**src/rtl/fetch_pkg.sv**
```systemverilog
// Shared definitions for the instruction-fetch stage and its prefetch queue.
package fetch_pkg;

  localparam int unsigned XLEN_DEFAULT = 32;

  // Canonical NOP (addi x0, x0, 0) presented when no instruction is buffered.
  localparam logic [31:0] NOP = 32'h0000_0013;

  typedef struct packed {
    logic [XLEN_DEFAULT-1:0] pc;
    logic [XLEN_DEFAULT-1:0] instr;
  } fetch_entry_t;

endpackage

```
**src/rtl/fetch_prefetch_sync_fifo.sv**
```systemverilog
// Registered-storage synchronous FIFO with flush; head data comes straight from
// the storage flops, so there is no combinational path from push to pop_data.
module sync_fifo #(
  parameter int unsigned WIDTH = 32,
  parameter int unsigned DEPTH = 4
) (
  input  logic                     clk,
  input  logic                     rst_n,
  input  logic                     push,
  input  logic [WIDTH-1:0]         push_data,
  input  logic                     pop,
  input  logic                     flush,
  output logic [WIDTH-1:0]         pop_data,
  output logic                     full,
  output logic                     empty,
  output logic [$clog2(DEPTH):0]   count
);

  localparam int unsigned AW = $clog2(DEPTH);

  logic [WIDTH-1:0] mem_q [DEPTH];
  logic [WIDTH-1:0] mem_d [DEPTH];
  logic [AW-1:0]    wr_ptr_q, wr_ptr_d;
  logic [AW-1:0]    rd_ptr_q, rd_ptr_d;
  logic [AW:0]      count_q, count_d;

  always_comb begin
    mem_d    = mem_q;
    wr_ptr_d = wr_ptr_q;
    rd_ptr_d = rd_ptr_q;
    count_d  = count_q;
    if (flush) begin
      wr_ptr_d = '0;
      rd_ptr_d = '0;
      count_d  = '0;
    end else begin
      if (push) begin
        mem_d[wr_ptr_q] = push_data;
        wr_ptr_d        = wr_ptr_q + AW'(1);
      end
      if (pop) begin
        rd_ptr_d = rd_ptr_q + AW'(1);
      end
      case ({push, pop})
        2'b10:   count_d = count_q + (AW+1)'(1);
        2'b01:   count_d = count_q - (AW+1)'(1);
        default: count_d = count_q;
      endcase
    end
  end

  always_ff @(posedge clk or negedge rst_n) begin
    if (!rst_n) begin
      mem_q    <= '{default: '0};
      wr_ptr_q <= '0;
      rd_ptr_q <= '0;
      count_q  <= '0;
    end else begin
      mem_q    <= mem_d;
      wr_ptr_q <= wr_ptr_d;
      rd_ptr_q <= rd_ptr_d;
      count_q  <= count_d;
    end
  end

  assign pop_data = mem_q[rd_ptr_q];
  assign count    = count_q;
  assign full     = (count_q == (AW+1)'(DEPTH));
  assign empty    = (count_q == '0);

  a_no_overflow: assert property (@(posedge clk) disable iff (!rst_n)
    !(push && !pop && !flush && full));
  a_no_underflow: assert property (@(posedge clk) disable iff (!rst_n)
    !(pop && !flush && empty));

endmodule

```
**src/rtl/fetch_prefetch.sv**
```systemverilog
// Instruction fetch with a DEPTH-entry prefetch queue; issues sequential word
// requests ahead of decode and discards in-flight responses made stale by a redirect.
module fetch_prefetch
  import fetch_pkg::*;
#(
  parameter int unsigned      XLEN         = XLEN_DEFAULT,
  parameter int unsigned      DEPTH        = 4,
  parameter logic [XLEN-1:0]  RESET_VECTOR = '0
) (
  input  logic            clk,
  input  logic            rst_n,
  input  logic            pc_src,
  input  logic [XLEN-1:0] branch_target,
  output logic            mem_req_valid,
  input  logic            mem_req_ready,
  output logic [XLEN-1:0] mem_addr,
  input  logic            mem_rsp_valid,
  input  logic [XLEN-1:0] mem_rsp_data,
  output logic            instr_valid,
  input  logic            instr_ready,
  output logic [XLEN-1:0] pc,
  output logic [XLEN-1:0] instr
);

  localparam int unsigned     CW    = $clog2(DEPTH) + 1;
  localparam logic [XLEN-1:0] NOP_W = XLEN'(NOP);

  logic [XLEN-1:0]   fetch_pc_q, fetch_pc_d;
  logic [CW-1:0]     drop_q, drop_d;

  logic [CW-1:0]     q_count, trk_count;
  logic              q_full, q_empty, trk_full, trk_empty;
  logic [2*XLEN-1:0] q_head;
  logic [XLEN-1:0]   trk_head_pc;

  logic              credit_ok, req_fire, rsp_drop, q_push, q_pop;
  logic              unused_ok;

  // The tracking FIFO holds one PC per accepted request, so its occupancy is the in-flight count.
  assign credit_ok     = ({1'b0, trk_count} + {1'b0, q_count}) < (CW+1)'(DEPTH);
  assign mem_req_valid = rst_n & ~pc_src & credit_ok;
  assign mem_addr      = fetch_pc_q;
  assign req_fire      = mem_req_valid & mem_req_ready;

  assign rsp_drop      = pc_src | (drop_q != '0);
  assign q_push        = mem_rsp_valid & ~rsp_drop;
  assign instr_valid   = ~q_empty & ~pc_src;
  assign q_pop         = instr_valid & instr_ready;

  assign pc            = q_empty ? '0 : q_head[2*XLEN-1:XLEN];
  assign instr         = !rst_n ? '0 : (q_empty ? NOP_W : q_head[XLEN-1:0]);

  assign unused_ok     = ^{branch_target[1:0], trk_full};

  always_comb begin
    fetch_pc_d = fetch_pc_q;
    drop_d     = drop_q;
    if (pc_src) begin
      fetch_pc_d = {branch_target[XLEN-1:2], 2'b00};
      // Every outstanding request predates this redirect (earlier discards included),
      // so the discard budget is exactly what remains in flight after this cycle.
      drop_d     = trk_count - CW'(mem_rsp_valid);
    end else begin
      if (req_fire) begin
        fetch_pc_d = fetch_pc_q + XLEN'(4);
      end
      if (mem_rsp_valid && (drop_q != '0)) begin
        drop_d = drop_q - CW'(1);
      end
    end
  end

  always_ff @(posedge clk or negedge rst_n) begin
    if (!rst_n) begin
      fetch_pc_q <= RESET_VECTOR;
      drop_q     <= '0;
    end else begin
      fetch_pc_q <= fetch_pc_d;
      drop_q     <= drop_d;
    end
  end

  sync_fifo #(
    .WIDTH (2*XLEN),
    .DEPTH (DEPTH)
  ) u_instr_q (
    .clk       (clk),
    .rst_n     (rst_n),
    .push      (q_push),
    .push_data ({trk_head_pc, mem_rsp_data}),
    .pop       (q_pop),
    .flush     (pc_src),
    .pop_data  (q_head),
    .full      (q_full),
    .empty     (q_empty),
    .count     (q_count)
  );

  // Never flushed: stale entries leave one-for-one with their discarded responses.
  sync_fifo #(
    .WIDTH (XLEN),
    .DEPTH (DEPTH)
  ) u_req_pc_q (
    .clk       (clk),
    .rst_n     (rst_n),
    .push      (req_fire),
    .push_data (fetch_pc_q),
    .pop       (mem_rsp_valid),
    .flush     (1'b0),
    .pop_data  (trk_head_pc),
    .full      (trk_full),
    .empty     (trk_empty),
    .count     (trk_count)
  );

  a_queue_no_overflow: assert property (@(posedge clk) disable iff (!rst_n)
    !(q_push && q_full && !q_pop));
  a_rsp_has_request: assert property (@(posedge clk) disable iff (!rst_n)
    !(mem_rsp_valid && trk_empty));

endmodule

```
**config.mk**
```make
export PLATFORM = sky130hd
export DESIGN_NAME = fetch_prefetch
export DESIGN_NICKNAME = d
export VERILOG_FILES = /design/src/rtl/fetch_pkg.sv /design/src/rtl/fetch_prefetch_sync_fifo.sv /design/src/rtl/fetch_prefetch.sv
export SDC_FILE = /design/constraint.sdc
export NUM_CORES = 1
export LEC_CHECK = 0
export CORE_MARGIN = 5
export CORE_UTILIZATION = 52
export DETAILED_ROUTE_END_ITERATION = 10
export PLACE_DENSITY = 0.76
export SETUP_SLACK_MARGIN = 0.5
export SLEW_MARGIN = 0
export SYNTH_ARGS = -nofsm -noshare
export SYNTH_HDL_FRONTEND = slang
export SYNTH_SLANG_ARGS = --single-unit
```
**constraint.sdc**
```tcl
create_clock -name clk -period 2.5 [get_ports clk]
set_clock_uncertainty 0.1 [all_clocks]
set_input_delay 0.5 -clock clk [delete_from_list [all_inputs] [get_ports clk]]
set_output_delay 0.5 -clock clk [all_outputs]
set_load 0.02 [all_outputs]
```
[Yosys cells after proc, flatten, opt, wreduce, memory -nomap -nowiden]
Index checks and enable logic that the tools add are counted.
Operators by class
  add/subtract/negate cells: 12
  magnitude comparators: 7
  eq/ne operators: 4
  multiplexer cells: 26
  bitwise gates (word level): 14
  reductions and logical operators: 12
Operator list (number)
  $bwmux 256: 1
  $mux 32: 8
  $mux 64: 3
  $bmux 64 s2: 1
  $bwmux 128: 1
  $demux 64 s2: 1
  $bmux 32 s2: 1
  $demux 32 s2: 1
  $add 32x3->32 const B: 1
  $ge 3x3->1 const B: 4
  $not 2->3: 4
  $pmux 3 s2: 2
  $reduce_bool 2->1: 5
  $mux 3: 3
  $sub 3x1->3 const B: 3
  $add 2x1->2 const B: 4
  $mux 2: 4
  $add 3x1->3 const B: 2
  $and 1x1->1: 6
  $lt 3x1->1 const B: 2
  $reduce_bool 3->1: 2
  $add 3x3->4: 1
  $eq 2x1->1 const B: 2
  $eq 2x2->1 const B: 2
  7 further kinds: 11
Word-level totals
  register bits after elaboration: 433
  output and inout port bits: 98
  word-level logic and storage cells: 91

[Depth between registers and ports, before layout]
  word-level depth: 7
  depth in mapped cells: 11

[Hierarchy]
A second synthesis with hierarchy kept.
Second synthesis, totals
  cell total of the unflattened synthesis: 1326
  area total of the unflattened synthesis: 21561.9 µm²
Modules (own cells, without submodules)
  sync_fifo (u_instr_q): instances 1, cells each 658, area an instance 12719.7 µm²
  sync_fifo (u_req_pc_q): instances 1, cells each 351, area an instance 6272.3 µm²
  fetch_prefetch: instances 1, cells each 317, area an instance 2570.0 µm²

[Least setup slack after synthesis]
Ideal clock, no wire load.
  kind: register to register
  start point: register u_instr_q.count_q[2], in the netlist u_instr_q.count[2]
  end point: register u_req_pc_q.count_q[2], in the netlist u_req_pc_q.count[2]
  arrival: 2331 ps
  slack: -56 ps
  stages on the path, launching flop included: 12
  buffers on the path: 2
  clock period less this slack: 2556 ps
  cells stage by stage: dfrtp_1 ha_1 nor3b_2 and4_1 buf_4 inv_2 buf_2 ha_1 fa_1 xnor2_1 nor2_1 xor2_1
On the way
  longest elaborated chain between the ends: 6
  elaborated cells between the ends (all ways): 8
  classes of those cells: add/sub (1); order compare (1); eq/ne (2); mux (1); bitwise (2); reduce/logical (1)
Ends and longest elaborated chain
  start, declared: RTL line fetch_prefetch_sync_fifo.sv:25  | logic [AW:0] count_q, count_d;
  start signal, assigned: RTL line fetch_prefetch_sync_fifo.sv:62  | count_q <= count_d;
  $add 3x3->4 (*): RTL line fetch_prefetch.sv:40  | assign credit_ok = ({1'b0, trk_count} + {1'b0, q_count}) < (CW+1)'(DEPTH);
  $lt 4x3->1 (*): RTL line fetch_prefetch.sv:40
  $and 1x1->1 (*): RTL line fetch_prefetch.sv:41  | assign mem_req_valid = rst_n & ~pc_src & credit_ok;
  $and 1x1->1 (*): RTL line fetch_prefetch.sv:43  | assign req_fire = mem_req_valid & mem_req_ready;
  $eq 2x1->1 / $eq 2x2->1 (equally long branches): RTL line fetch_prefetch_sync_fifo.sv:44  | case ({push, pop})
  $pmux 3 s2 / $reduce_bool 2->1 (equally long branches)
  end signal, assigned: RTL line fetch_prefetch_sync_fifo.sv:62
  end, declared: RTL line fetch_prefetch_sync_fifo.sv:25
Every way passes the cells marked *; elsewhere a longest branch is shown, timed or not.
A chain may end at the register's enable or synchronous reset.

[Final worst setup path]
  start point: register u_instr_q.rd_ptr_q[0]
  end point: output port pc[14]
On the way
  longest elaborated chain between the ends: 5
Ends and longest elaborated chain
  start, declared: RTL line fetch_prefetch_sync_fifo.sv:24  | logic [AW-1:0] rd_ptr_q, rd_ptr_d;
  start signal, assigned: RTL line fetch_prefetch_sync_fifo.sv:61  | rd_ptr_q <= rd_ptr_d;
  $not 2->3 (implied by the code): RTL line fetch_prefetch_sync_fifo.sv:66  | assign pop_data = mem_q[rd_ptr_q];
  $bmux 64 s2: RTL line fetch_prefetch_sync_fifo.sv:66
  $mux 64 (implied by the code) (2 in a row): RTL line fetch_prefetch_sync_fifo.sv:66
  $mux 32: RTL line fetch_prefetch.sv:50  | assign pc = q_empty ? '0 : q_head[2*XLEN-1:XLEN];
  end, declared: RTL line fetch_prefetch.sv:21  | output logic [XLEN-1:0] pc,
No other way between the ends. The select of a mux whose other input is x is not followed.

==> flow_metrics.env <==
export IMPL_status="complete, but fails checks"
export IMPL_violations="setup timing"
export IMPL_min_period_over_period_pct=110
export IMPL_io_pins=168
export IMPL_grt_max_degree=148
export IMPL_final_max_slew_viol_count=0
export IMPL_netlist_area_leader_share_pct=54.4
export IMPL_rsz0062_at_grt="true"
export IMPL_clk_pin_slew_ns=0.06
export IMPL_port_buffers=161
export IMPL_critPathKind="reg -> out"
export IMPL_fp_dieH_um=202
export IMPL_final_setup_viol_count=62
export IMPL_dr_pass1_iters=5
export IMPL_period_needed_ns=2.76
export IMPL_post_route_util_pct=70.2
export IMPL_antenna_left=0
export IMPL_final_cell_area_um2=25600
export IMPL_n_antenna_cell=0
export IMPL_cap_violations=0
export IMPL_routabilityCongestion=0.799
export IMPL_wl_per_cell_um=23.9
export IMPL_hold_class="in -> async"
export IMPL_hold_viol_final=0
export IMPL_leakage_nw=12.0
export IMPL_clkLatencyLatePin_ns=0.55
export IMPL_cp_arrival_ns=2.16
export IMPL_seq_area_frac_synth_pct=54.4
export IMPL_layout_commonest_cell="dfrtp_1"
export IMPL_syn_area_per_cell_um2=14.6
export IMPL_switching_share_pct=31.1
export IMPL_antenna_found_initial=3
export IMPL_core_um2=36400
export IMPL_dpl_instance_area_um2=21900
export IMPL_die_width_um=202
export IMPL_viasPerCell=5.99
export IMPL_grt_overflow_total=0
export IMPL_seqPwrFrac_pct=37.9
export IMPL_synth_flop_cell="dfrtp_1"
export IMPL_fin_ws_ns=-0.256
export IMPL_area_delta_synth_final_pct=34.1
export IMPL_nets=1652
export IMPL_stdcell_count=2062
export IMPL_grt_usage_pct=23.1
export IMPL_setup_tns_ns=-13.08
export IMPL_internal_power_w=0.0178
export IMPL_hpwlAfterDp_mm=27.0
export IMPL_worstPathMaxFanout=7
export IMPL_clk_path_buf_depth=3
export IMPL_fmax_mhz=363
export IMPL_dp_cells=1913
export IMPL_p_switching_w=0.00802
export IMPL_finalPower_w=0.0258
export IMPL_synth_seq_cells=415
export IMPL_syn_area_um2=19100
export IMPL_grt_pass1_vias=13200
export IMPL_synth_cell_types=54
export IMPL_clkPwrFrac_pct=24.5
export IMPL_max_slew_margin_pct=40.8
export IMPL_rows=70
export IMPL_end_kind="output port"
export IMPL_required_ns=1.90
export IMPL_start_util_pct=52.4
export IMPL_numCtsBuffers=44
export IMPL_cts_sinks=415
export IMPL_power_density_nw_per_um2=1010
export IMPL_synth_edf_count=0
export IMPL_final_cell_mix="dfrtp_1, mux2_2, mux2_4, mux4_2, buf_6"
export IMPL_synth_top_area_cell="dfrtp_1"
export IMPL_cts_root_buf="clkbuf_16"
export IMPL_first_iter_violations=720
export IMPL_cts_tree="done"
export IMPL_start_kind="flip-flop"
export IMPL_die_area_um2=40600
export IMPL_wl_mm=49.4
export IMPL_synth_area_leaders="dfrtp_1, mux2_2, mux4_2"
export IMPL_tightest_slew_ns=0.888
export IMPL_yosys_warnings=0
export IMPL_cts_htree_levels=2
export IMPL_grt_pass1_wl_mm=75.4
export IMPL_syn_inst=1309
export IMPL_drc=0
export IMPL_ys_async_sr_fraction_pct=100
export IMPL_ir_drop_mv=0.559
export IMPL_vias=12300
export IMPL_drive_gt1_share_pct=55.8
export IMPL_p_comb_share_pct=37.7
per-layer routing:
| layer | wire [um] | global-route usage [%] | vias to the layer above |
|---|---|---|---|
| li1 | - | - | 5293 |
| met1 | 20400 | 31.3 | 6518 |
| met2 | 25300 | 39.6 | 421 |
| met3 | 2400 | 3.77 | 106 |
| met4 | 1270 | 5.32 | 4 |
| met5 | 28 | 0 | - |
registers in the layout (all words and copies together), names as in the netlist:
signal / count
u_req_pc_q.rd_ptr_q: 2
u_req_pc_q.count: 3
u_req_pc_q.wr_ptr_q: 2
u_instr_q.rd_ptr_q: 2
u_instr_q.count: 3
u_req_pc_q.mem_q: 120
u_instr_q.wr_ptr_q: 2
mem_addr: 30
u_instr_q.mem_q: 248
drop_q: 3
timing repair:
action                     4_1_cts  5_1_grt
resized for setup              567      238
hold endpoints to repair        18        0
hold buffers                     1        0
pin swaps                       43       24
setup endpoints to repair      496      489
buffers inserted                34       14
cloned                          23        1
path summary, 6_finish.rpt:
kind | startpoint | to | slack, ns | depth (start not counted)
worst max-delay path | u_instr_q.rd_ptr_q[0] | pc[14] | -0.26 | 5
worst min-delay path | rst_n | u_instr_q.mem_q[127] | 0.001 | 2
worst max register to register | u_instr_q.count[2] | u_req_pc_q.mem_q[15] | 0.09 | 10
worst min register to register | u_instr_q.mem_q[126] | u_instr_q.mem_q[126] | 0.40 | 1
max in group asynchronous | rst_n | u_instr_q.mem_q[75] | 1.07 | 3
min in group clk | pc_src | u_instr_q.rd_ptr_q[1] | 0.28 | 3
cell type report:
cell class	count	area, um2
clock buffers	68	1270
inverters	14	55.1
multi-input cells	790	9420
fillers	2308	10800
well taps	468	586
flip-flops and latches	415	10400
clock inverters	8	108
repair buffers	299	3730
synthesized netlist by cell type (2+ instances only):
library cell / instances
buf_4: 6
a221o_1: 2
nor2b_1: 60
a211oi_1: 2
xor2_1: 8
o21ai_1: 4
nor4_1: 2
a31o_2: 5
mux2i_1: 4
a31oi_1: 8
ha_1: 16
a22oi_1: 2
mux2_2: 310
inv_1: 13
nor3_2: 2
and3_1: 3
o21ai_0: 36
clkbuf_1: 26
buf_2: 57
nand2_1: 60
nand4_1: 11
buf_1: 3
fa_1: 2
dfrtp_1: 415
nor3_1: 5
a21oi_1: 7
and2_1: 4
xnor2_1: 11
nor2_1: 25
mux4_2: 92
o21a_1: 3
nand3_1: 21
mux2_1: 48
nand2b_1: 5
o311ai_1: 3
o31a_1: 2
nand2_4: 2
o211ai_1: 8
power by group through the flow:
stage,Combinational (W),Clock (W),Sequential (W)
after floorplan,0.00512,0,0.00929
after global routing,0.0103,0.00676,0.00993
after global placement,0.00715,0,0.00950
final,0.00971,0.00631,0.00976
after detailed placement,0.00739,0,0.00964
after CTS,0.00882,0.00639,0.00960
worst max-delay path: stages, from the launching register on:
cell and delay, ns:
dfrtp_4 0.50, buf_6 0.16, buf_12 0.14, mux4_2 0.52
nor2b_4 0.16, buf_6 0.13
cells by family (layout without fill, tap and decap cells):
logic type	count (synthesis)	in the layout	share of synthesized area [%]
buffers and inverters	108	389	2.66
xor gates and xnor gates	19	19	0.872
DFF	415	415	54.4
and+or+nand+nor	209	210	5.82
AOI/OAI and AO/OA	85	85	2.78
adders and majority gates	18	18	1.26
other	1	4	0.0196
muxes	454	454	32.2
through the flow:
stage | setup slack, ns | hold slack (ns)
finish | -0.256 | 0.00140
CTS | -0.313 | 0.0642
detailed placement | -0.110 | 0.370
global placement | -0.109 | 0.358
global route | -0.316 | 0.0729
floorplan | 0.150 | 0.104
(Power assumes the default switching activity.)
